===== src/rtl/gf1024_pkg.sv =====
// Shared GF(2^10) definitions for the RS(544,522) constant-vector MAC.
// gf_mul works on any field width up to 31 bits, chosen by its w argument.
package gf1024_pkg;

  localparam int          W_DEF    = 10;
  localparam int          R_DEF    = 22;
  localparam logic [10:0] POLY_DEF = 11'h409;  // x^10 + x^3 + 1

  typedef logic [W_DEF-1:0] sym_t;

  // Shift-and-add multiply. Each doubling of a is reduced right away by
  // XORing in poly, which holds the x^w term, so bit w is cleared again.
  function automatic logic [31:0] gf_mul(input logic [31:0] a,
                                         input logic [31:0] b,
                                         input logic [31:0] poly,
                                         input int          w);
    logic [31:0] res;
    logic [31:0] aa;
    logic [31:0] top;
    res = '0;
    aa  = a;
    top = 32'd1 << w;
    for (int i = 0; i < 32; i++) begin
      if (i < w) begin
        if (b[i]) res = res ^ aa;
        aa = aa << 1;
        if ((aa & top) != '0) aa = aa ^ poly;
      end
    end
    return res;
  endfunction

endpackage


===== src/rtl/gf_vec_mac_lane.sv =====
// One constant lane: GF multiplier, optional product register, lane
// accumulator and the result register for this lane.
module gf_vec_mac_lane
  import gf1024_pkg::*;
#(
  parameter int           W    = W_DEF,
  parameter logic [W:0]   POLY = POLY_DEF,
  parameter int           PIPE = 1
) (
  input  logic         clk_i,
  input  logic         rst_ni,
  input  logic [W-1:0] k,
  input  logic [W-1:0] s,
  input  logic         ld_p,     // input fires: capture product
  input  logic         acc_en,   // a product enters the accumulator
  input  logic         acc_sof,
  input  logic         acc_eof,
  output logic [W-1:0] v
);

  logic [31:0]  prod32;
  logic [W-1:0] prod, p_in, acc_q, acc_nxt;

  assign prod32  = gf_mul(32'(k), 32'(s), 32'(POLY), W);
  assign prod    = prod32[W-1:0];
  assign acc_nxt = (acc_sof ? '0 : acc_q) ^ p_in;

  generate
    if (PIPE != 0) begin : g_pipe
      logic [W-1:0] p_q;
      // Product register, loaded on every accepted symbol.
      always_ff @(posedge clk_i) begin
        if (!rst_ni)   p_q <= '0;
        else if (ld_p) p_q <= prod;
      end
      assign p_in = p_q;
    end else begin : g_comb
      assign p_in = prod;
    end
  endgenerate

  // Accumulate; an eof moves the sum to the result and clears the
  // accumulator so the next frame starts clean even without sof.
  always_ff @(posedge clk_i) begin
    if (!rst_ni) begin
      acc_q <= '0;
      v     <= '0;
    end else if (acc_en) begin
      if (acc_eof) begin
        v     <= acc_nxt;
        acc_q <= '0;
      end else begin
        acc_q <= acc_nxt;
      end
    end
  end

endmodule


===== src/rtl/gf_vec_mac_unit.sv =====
// Streaming GF(2^W) constant-vector MAC: v = XOR over a frame of K_t*s_t
// for R lanes, with valid/ready on both sides.
// Optional frame-length check: define GF_VEC_MAC_LEN_CHECK_EN.
module gf_vec_mac_unit
  import gf1024_pkg::*;
#(
  parameter int         W     = W_DEF,
  parameter int         R     = R_DEF,
  parameter logic [W:0] POLY  = POLY_DEF,
  parameter int         PIPE  = 1
`ifdef GF_VEC_MAC_LEN_CHECK_EN
  ,
  parameter int         N_SYM = 522
`endif
) (
  input  logic         clk_i,
  input  logic         rst_ni,
  input  logic         in_valid_i,
  output logic         in_ready_o,
  input  logic [W-1:0] s_i,
  input  logic [W-1:0] K_i [0:R-1],
  input  logic         sof_i,
  input  logic         eof_i,
  output logic         out_valid_o,
  input  logic         out_ready_i,
  output logic [W-1:0] v_o [0:R-1],
  output logic         frame_err_o
);

  logic fire, hold;
  logic acc_en, acc_sof, acc_eof;

  assign fire = in_valid_i && in_ready_o;
  assign hold = out_valid_o && !out_ready_i;  // result register cannot take a new eof

  generate
    if (PIPE != 0) begin : g_pipe
      logic p_valid, p_sof, p_eof, advance;
      // Only an eof entry waiting on a held result blocks the stage.
      assign advance    = !(p_valid && p_eof && hold);
      assign in_ready_o = !p_valid || advance;
      assign acc_en     = p_valid && advance;
      assign acc_sof    = p_sof;
      assign acc_eof    = p_eof;

      // Product-stage valid and frame flags travel with the product.
      always_ff @(posedge clk_i) begin
        if (!rst_ni) begin
          p_valid <= 1'b0;
          p_sof   <= 1'b0;
          p_eof   <= 1'b0;
        end else if (advance) begin
          p_valid <= fire;
          p_sof   <= fire && sof_i;
          p_eof   <= fire && eof_i;
        end
      end
    end else begin : g_comb
      assign in_ready_o = !(eof_i && hold);
      assign acc_en     = fire;
      assign acc_sof    = sof_i;
      assign acc_eof    = eof_i;
    end
  endgenerate

  // Result valid: set by an eof landing, cleared when downstream takes it.
  always_ff @(posedge clk_i) begin
    if (!rst_ni)                out_valid_o <= 1'b0;
    else if (acc_en && acc_eof) out_valid_o <= 1'b1;
    else if (out_ready_i)       out_valid_o <= 1'b0;
  end

  generate
    for (genvar i = 0; i < R; i++) begin : g_lane
      gf_vec_mac_lane #(.W(W), .POLY(POLY), .PIPE(PIPE)) u_lane (
        .clk_i   (clk_i),
        .rst_ni  (rst_ni),
        .k       (K_i[i]),
        .s       (s_i),
        .ld_p    (fire),
        .acc_en  (acc_en),
        .acc_sof (acc_sof),
        .acc_eof (acc_eof),
        .v       (v_o[i])
      );
    end
  endgenerate

`ifdef GF_VEC_MAC_LEN_CHECK_EN
  localparam int CW = $clog2(N_SYM + 1);

  logic [CW-1:0] cnt_q, len;
  logic          err_q;

  // Length including the symbol now entering; saturates rather than wraps.
  always_comb begin
    len = cnt_q;
    if (acc_sof)          len = CW'(1);
    else if (cnt_q != '1) len = cnt_q + CW'(1);
  end

  // Symbols counted as they reach the accumulator, so the error pulse
  // lines up with the result load.
  always_ff @(posedge clk_i) begin
    if (!rst_ni) begin
      cnt_q <= '0;
      err_q <= 1'b0;
    end else begin
      err_q <= 1'b0;
      if (acc_en) begin
        if (acc_eof) begin
          cnt_q <= '0;
          err_q <= (len != CW'(N_SYM)) || (acc_sof && cnt_q != '0);
        end else begin
          cnt_q <= len;
          err_q <= acc_sof && cnt_q != '0;
        end
      end
    end
  end

  assign frame_err_o = err_q;
`else
  assign frame_err_o = 1'b0;
`endif

endmodule


===== config.mk =====
export PLATFORM = sky130hd
export DESIGN_NAME = gf_vec_mac_unit
export DESIGN_NICKNAME = d
export VERILOG_FILES = /design/src/rtl/gf1024_pkg.sv /design/src/rtl/gf_vec_mac_lane.sv /design/src/rtl/gf_vec_mac_unit.sv
export SDC_FILE = /design/constraint.sdc
export NUM_CORES = 2
export LEC_CHECK = 0
export ABC_AREA = 1
export CAP_MARGIN = 20
export CORE_ASPECT_RATIO = 1.25
export CORE_MARGIN = 5
export CORE_UTILIZATION = 45
export CTS_BUF_LIST = sky130_fd_sc_hd__clkbuf_4 sky130_fd_sc_hd__clkbuf_8
export DETAILED_ROUTE_END_ITERATION = 16
export GPL_ROUTABILITY_DRIVEN = 0
export PLACE_DENSITY = 0.67
export SLEW_MARGIN = 20
export SYNTH_ARGS = -nofsm -noshare
export SYNTH_HDL_FRONTEND = slang
export SYNTH_SLANG_ARGS = --single-unit

===== constraint.sdc =====
create_clock -name clk_i -period 2.1 [get_ports clk_i]
set_input_delay 0.42 -clock clk_i [delete_from_list [all_inputs] [get_ports clk_i]]
set_output_delay 0.42 -clock clk_i [all_outputs]
set_load 0.1 [all_outputs]

==> Word-level counts from Yosys, hierarchy flattened <==
Index checks and enable logic that the tools add are counted.
{ "totals": {"reg_bits": 664, "input_bits": 236, "out_inout_bits": 223, "word_cells": 966} }
{ "classes": {"muxes": 464, "n_bitwise": 418, "reduce_logical": 14} }
{ "op_table": {"columns": ["cell", "count"], "rows": [
  ["$mux 10", 264],
  ["$xor 10x10->10", 220],
  ["$mux 4", 198],
  ["$not 2->2", 198],
  ["$logic_and 1x1->1", 8],
  ["$logic_not 1->1", 3],
  ["$mux 1", 2],
  ["$reduce_and 2->1", 1],
  ["$reduce_bool 2->1", 1],
  ["$logic_or 1x1->1", 1]
]} }

==> Depth between registers and ports, before layout <==
{ "logic_depth": {"depth_word": 20, "depth_mapped": 18, "mapped_depth_nobuf": 17} }

==> By module <==
From an unflattened synthesis, not the netlist that was laid out.
{ "unflattened": {"cells_unflattened": 12971, "hier_area_um2": 75227.1} }
{ "by_module_without_submodules": {"columns": ["mod", "n_inst", "cells_each", "area_per_inst_um2", "seq_area_each_um2"], "rows": [
  ["gf_vec_mac_lane at g_lane[10].u_lane ...", 21, 589, 3410.8, 600.6],
  ["gf_vec_mac_lane at g_lane[0].u_lane", 1, 575, 3399.5, 600.6],
  ["gf_vec_mac_unit", 1, 27, 201.4, 80.1]
]} }

==> Worst setup path before layout <==
OpenSTA, ideal clock, no wires.
{ "synth_timing": {"path_type": "flip-flop to flip-flop", "start": "register out_valid_o", "end": "register g_lane[19].u_lane.g_pipe.p_q[0]", "setup_ns": 0.115, "t_arrival_ns": 3.184, "required_time_ns": 1.985, "slack_ns": -1.200, "path_stages_with_launch": 12, "n_path_buf": 2, "period_less_slack_ns": 3.300, "path_cell_list": "dfxtp_1 -> inv_1 -> nor2_1 -> nand3_1 -> nand2_1 -> clkinv_1 -> clkbuf_1 -> buf_1 -> nor2_1 -> nor2_1 -> o21ai_0 -> inv_1"} }
{ "synth_via": {"elab_chain_cells": 5} }
{ "synth_rtl": {"columns": ["item", "line", "text"], "rows": [
  ["start, declared", "gf_vec_mac_unit.sv:24", "output logic out_valid_o,"],
  ["start signal, assigned", "gf_vec_mac_unit.sv:68", "if (!rst_ni) out_valid_o <= 1'b0;"],
  ["start signal, assigned", "gf_vec_mac_unit.sv:69", "else if (acc_en && acc_eof) out_valid_o <= 1'b1;"],
  ["start signal, assigned", "gf_vec_mac_unit.sv:70", "else if (out_ready_i) out_valid_o <= 1'b0;"],
  ["$logic_and 1x1->1", "gf_vec_mac_unit.sv:34", "assign hold = out_valid_o && !out_ready_i;"],
  ["$logic_and 1x1->1", "gf_vec_mac_unit.sv:40", "assign advance = !(p_valid && p_eof && hold);"],
  ["$logic_not 1->1", "gf_vec_mac_unit.sv:40", null],
  ["$logic_or 1x1->1", "gf_vec_mac_unit.sv:41", "assign in_ready_o = !p_valid || advance;"],
  ["named net in_ready_o", "gf_vec_mac_unit.sv:19", "output logic in_ready_o,"],
  ["$logic_and 1x1->1", "gf_vec_mac_unit.sv:33", "assign fire = in_valid_i && in_ready_o;"],
  ["end signal, assigned", "gf_vec_mac_lane.sv:34", "else if (ld_p) p_q <= prod;"],
  ["end, declared", "gf_vec_mac_lane.sv:30", "logic [W-1:0] p_q;"]
]} }
The timed path passes the listed nets, and every way through them passes these cells.
A chain may end at the register's enable or synchronous reset.

==> Final worst setup path <==
{ "layout_timing": {"start": "register out_valid_o", "end": "output in_ready_o"} }
{ "layout_via": {"elab_chain_cells": 4} }
{ "layout_rtl": {"columns": ["item", "line"], "rows": [
  ["$logic_and 1x1->1", "gf_vec_mac_unit.sv:34"],
  ["$logic_and 1x1->1", "gf_vec_mac_unit.sv:40"],
  ["$logic_not 1->1", "gf_vec_mac_unit.sv:40"],
  ["$logic_or 1x1->1", "gf_vec_mac_unit.sv:41"],
  ["end, declared", "gf_vec_mac_unit.sv:19"]
]} }
Every way passes these cells.

==> flow_summary.ini <==
[routing]
wl_per_cell_um = 17.0
wl_um = 232000
drc_errors = 0
first_iter_violations = 5307
ant_nets = 0
via_per_inst = 5.11
dr.pass1.iters = 6
vias = 69700

[yosys]
avgSynthCellArea_um2 = 5.88
yosysUniqueCellTypes = 31
ys_seq_area_share_pct = 21.2
yosysWarnings = 0
synth_edf_count = 0
synth_fp_nets = 10900
synthCells = 10600
ys.flop_type = dfxtp_1
ys_ff_latch = 664
synthArstFlopShare_pct = 0
syn_area_um2 = 62600

[worst_setup_path]
crit_top_cell = buf_12
r2r-start = out_valid_o
cp-end-kind = primary output
reg2reg_to = g_lane[13].u_lane.v[4]
crit_type = flop to primary output
arrival_ns = 1.93
rrSetupSlack_ns = 0.03
crit_family = buffers and inverters
reg2reg_depth = 13
critPathSlowestCell = dfxtp_4
crit_buf_inv = 4
path_cells = inv_2 -> nor2_4 -> buf_12 -> nand3_4 -> buf_6 -> buf_12
worst_setup_path_start_kind = flop
critPathMaxStageDelay_ns = 0.37
required_ns = 1.68
cp_max_fo = 2

[hold_path]
hold_class = input port to flop
min_to = g_lane[18].u_lane.g_pipe.p_q[0]
hp-start = s_i[9]
hold_depth = 6

[die]
io_pins = 459
row_count = 153
die_w_um = 344
start_util_pct = 45.1
dieHeight_um = 427
dieArea_um2 = 147000
core_area_um2 = 139000

[finish]
syn_to_final_growth_pct = 27.1
n_fill_cell = 13300
final_common_cell = nand2_1
postLayoutCellArea_um2 = 79600
layout_common_cells = 3,883 x nand2_1, 1,111 x buf_4, 1,049 x inv_1, 1,011 x xnor2_1, 964 x nor2_1
final_layout_size_suffix_gt1_share_pct = 13.7
finalNetCount = 11900

[clocking]
cts.sinks = 664
cts-htree-levels = 3
cts_root_buffer = clkbuf_8
clk_latency_ns = 0.92
clock_path_buffers = 3
clkTransAtPathRegs_ns = 0.07
cts_tree = built
numCtsBuffers = 114

[grt]
grt_max_degree = 108
grt_pass1_vias = 66300
grt_overflow = 0
grt_use_total_pct = 30.2
grt_pass1_wl_um = 355000
antenna_found_initial = 29

[placement]
placed_area_um2 = 76300
hpwlAfterDp_um = 170000
port_buffers = 457

[run_status]
status = complete, but fails checks
violations = setup timing

[sta]
post-route-period-util_pct = 112
relSlewSlack_pct = 54.6
whs_ns = 0.256
hold_viol = 0
setup_viol = 1
rsz0062_at_grt = yes
fin_crit_ns = 2.35
finalMaxSlewViolations = 0
clock_skew_ns = 0.0948
max_freq_mhz = 426
worst_pin_slew_ns = 0.675
layout_setup_ws_ns = -0.248

[pwr]
powerDensity_nw_per_um2 = 612
vdd_drop_max_v = 0.000491
leakage_nw = 40.0

[flow_run]
maxCapViolations = 0
[through the flow]
stage | total power [W] | util (%) | setup WS [ns] | instances | setup TNS, ns
6_report | 0.0487 | 57.3 | -0.248 | 13600 | -0.248
4_1_cts | 0.0487 | 57.2 | -0.286 | 13600 | -0.299
3_3_place_gp | 0.0338 | 55.0 | -0.478 | 13400 | -204.28
3_5_place_dp | 0.0342 | 55.0 | -0.527 | 13400 | -226.49
5_1_grt | 0.0516 | 57.3 | -0.311 | 13600 | -0.550
2_1_floorplan | 0.0279 | - | 0.00346 | 10600 | 0
[power by group]
part	internal [W]	leakage [nW]	total, W	switching, W
combinational	0.00832	33.2	0.0202	0.0119
clock	0.00820	1.42	0.0143	0.00615
sequential	0.0135	5.43	0.0141	0.000661
[final cells by class]
| class | instances | area [µm²] | share of cell area [%] |
|---|---|---|---|
| multi-input combinational | 8290 | 42600 | 53.6 |
| timing repair buffer | 1535 | 14400 | 18.1 |
| sequential | 664 | 13300 | 16.7 |
| inverter | 1062 | 4060 | 5.10 |
| tap | 1860 | 2330 | 2.92 |
| clock buffer | 171 | 2200 | 2.76 |
| clock inverter | 40 | 551 | 0.692 |
| antenna | 23 | 57.6 | 0.0723 |
| timing repair inverter | 1 | 8.76 | 0.0110 |
[Yosys cell counts (25+ instances only)]
cell type	n	area, µm²
nand2_1	3886	14600
inv_1	1055	3960
xnor2_1	1011	8850
nor2_1	966	3630
xor2_1	797	6980
dfxtp_1	664	13300
a21oi_1	575	2880
nand3_1	461	2310
o21ai_0	399	2000
clkbuf_1	341	1280
buf_2	237	1190
nand4_1	52	325
or2_2	52	325
nand3b_1	48	360
buf_1	29	109
buf_4	25	188
[layer usage]
metal | track usage [%] | part of all wire [%]
met1 | 36.3 | 40
met2 | 51.0 | 46
met3 | 5.35 | 8.4
met4 | 16.7 | 5.7
met5 | 0 | 0.026
[tightest hold or removal path, delay by kind of cell]
family	cells	cell delay, ns
AND/OR/NAND/NOR	3	0.25
buffers and inverters	2	0.36
AO/OA/AOI/OAI	1	0.05
[state kept, by name, summed over array words and instances, names as in the netlist]
| signal | cells |
|---|---|
| acc_eof | 1 |
| acc_sof | 1 |
| g_pipe.p_valid | 1 |
| g_lane.u_lane.acc_q | 220 |
| g_lane.u_lane.g_pipe.p_q | 220 |
| out_valid_o | 1 |
| g_lane.u_lane.v | 220 |
[cell families (layout without fill, tap and decap cells)]
family,count (synthesis),in the layout,share of synthesized area (%)
simple gates,5491,5491,34.7
xor+xnor,1812,1812,25.4
flops,664,664,21.2
compound gates,986,986,7.91
other cells,1,24,0.00599
buf+inv,1695,2809,10.8
[worst max path at each step]
stage	from	end	slack, ns	depth (start not counted)
global placement	K_i[179]	g_lane[4].u_lane.g_pipe.p_q[0]	-0.48	13
CTS	out_valid_o	in_ready_o	-0.29	6
finish	out_valid_o	in_ready_o	-0.25	6
detailed placement	out_ready_i	g_lane[4].u_lane.v[4]	-0.53	10
floorplan	out_valid_o	g_lane[10].u_lane.v[0]	0.003	11
global route	out_valid_o	in_ready_o	-0.31	6
[timing repair]
action	CTS	global route
setup endpoints to repair	80	154
gates resized for setup	46	79
endpoints found under the hold margin	23	0
gates cloned	2	5
hold buffers	1	0
setup buffers	10	1
pin swaps	1	1
No activity file was read; power rests on OpenSTA's default activity.
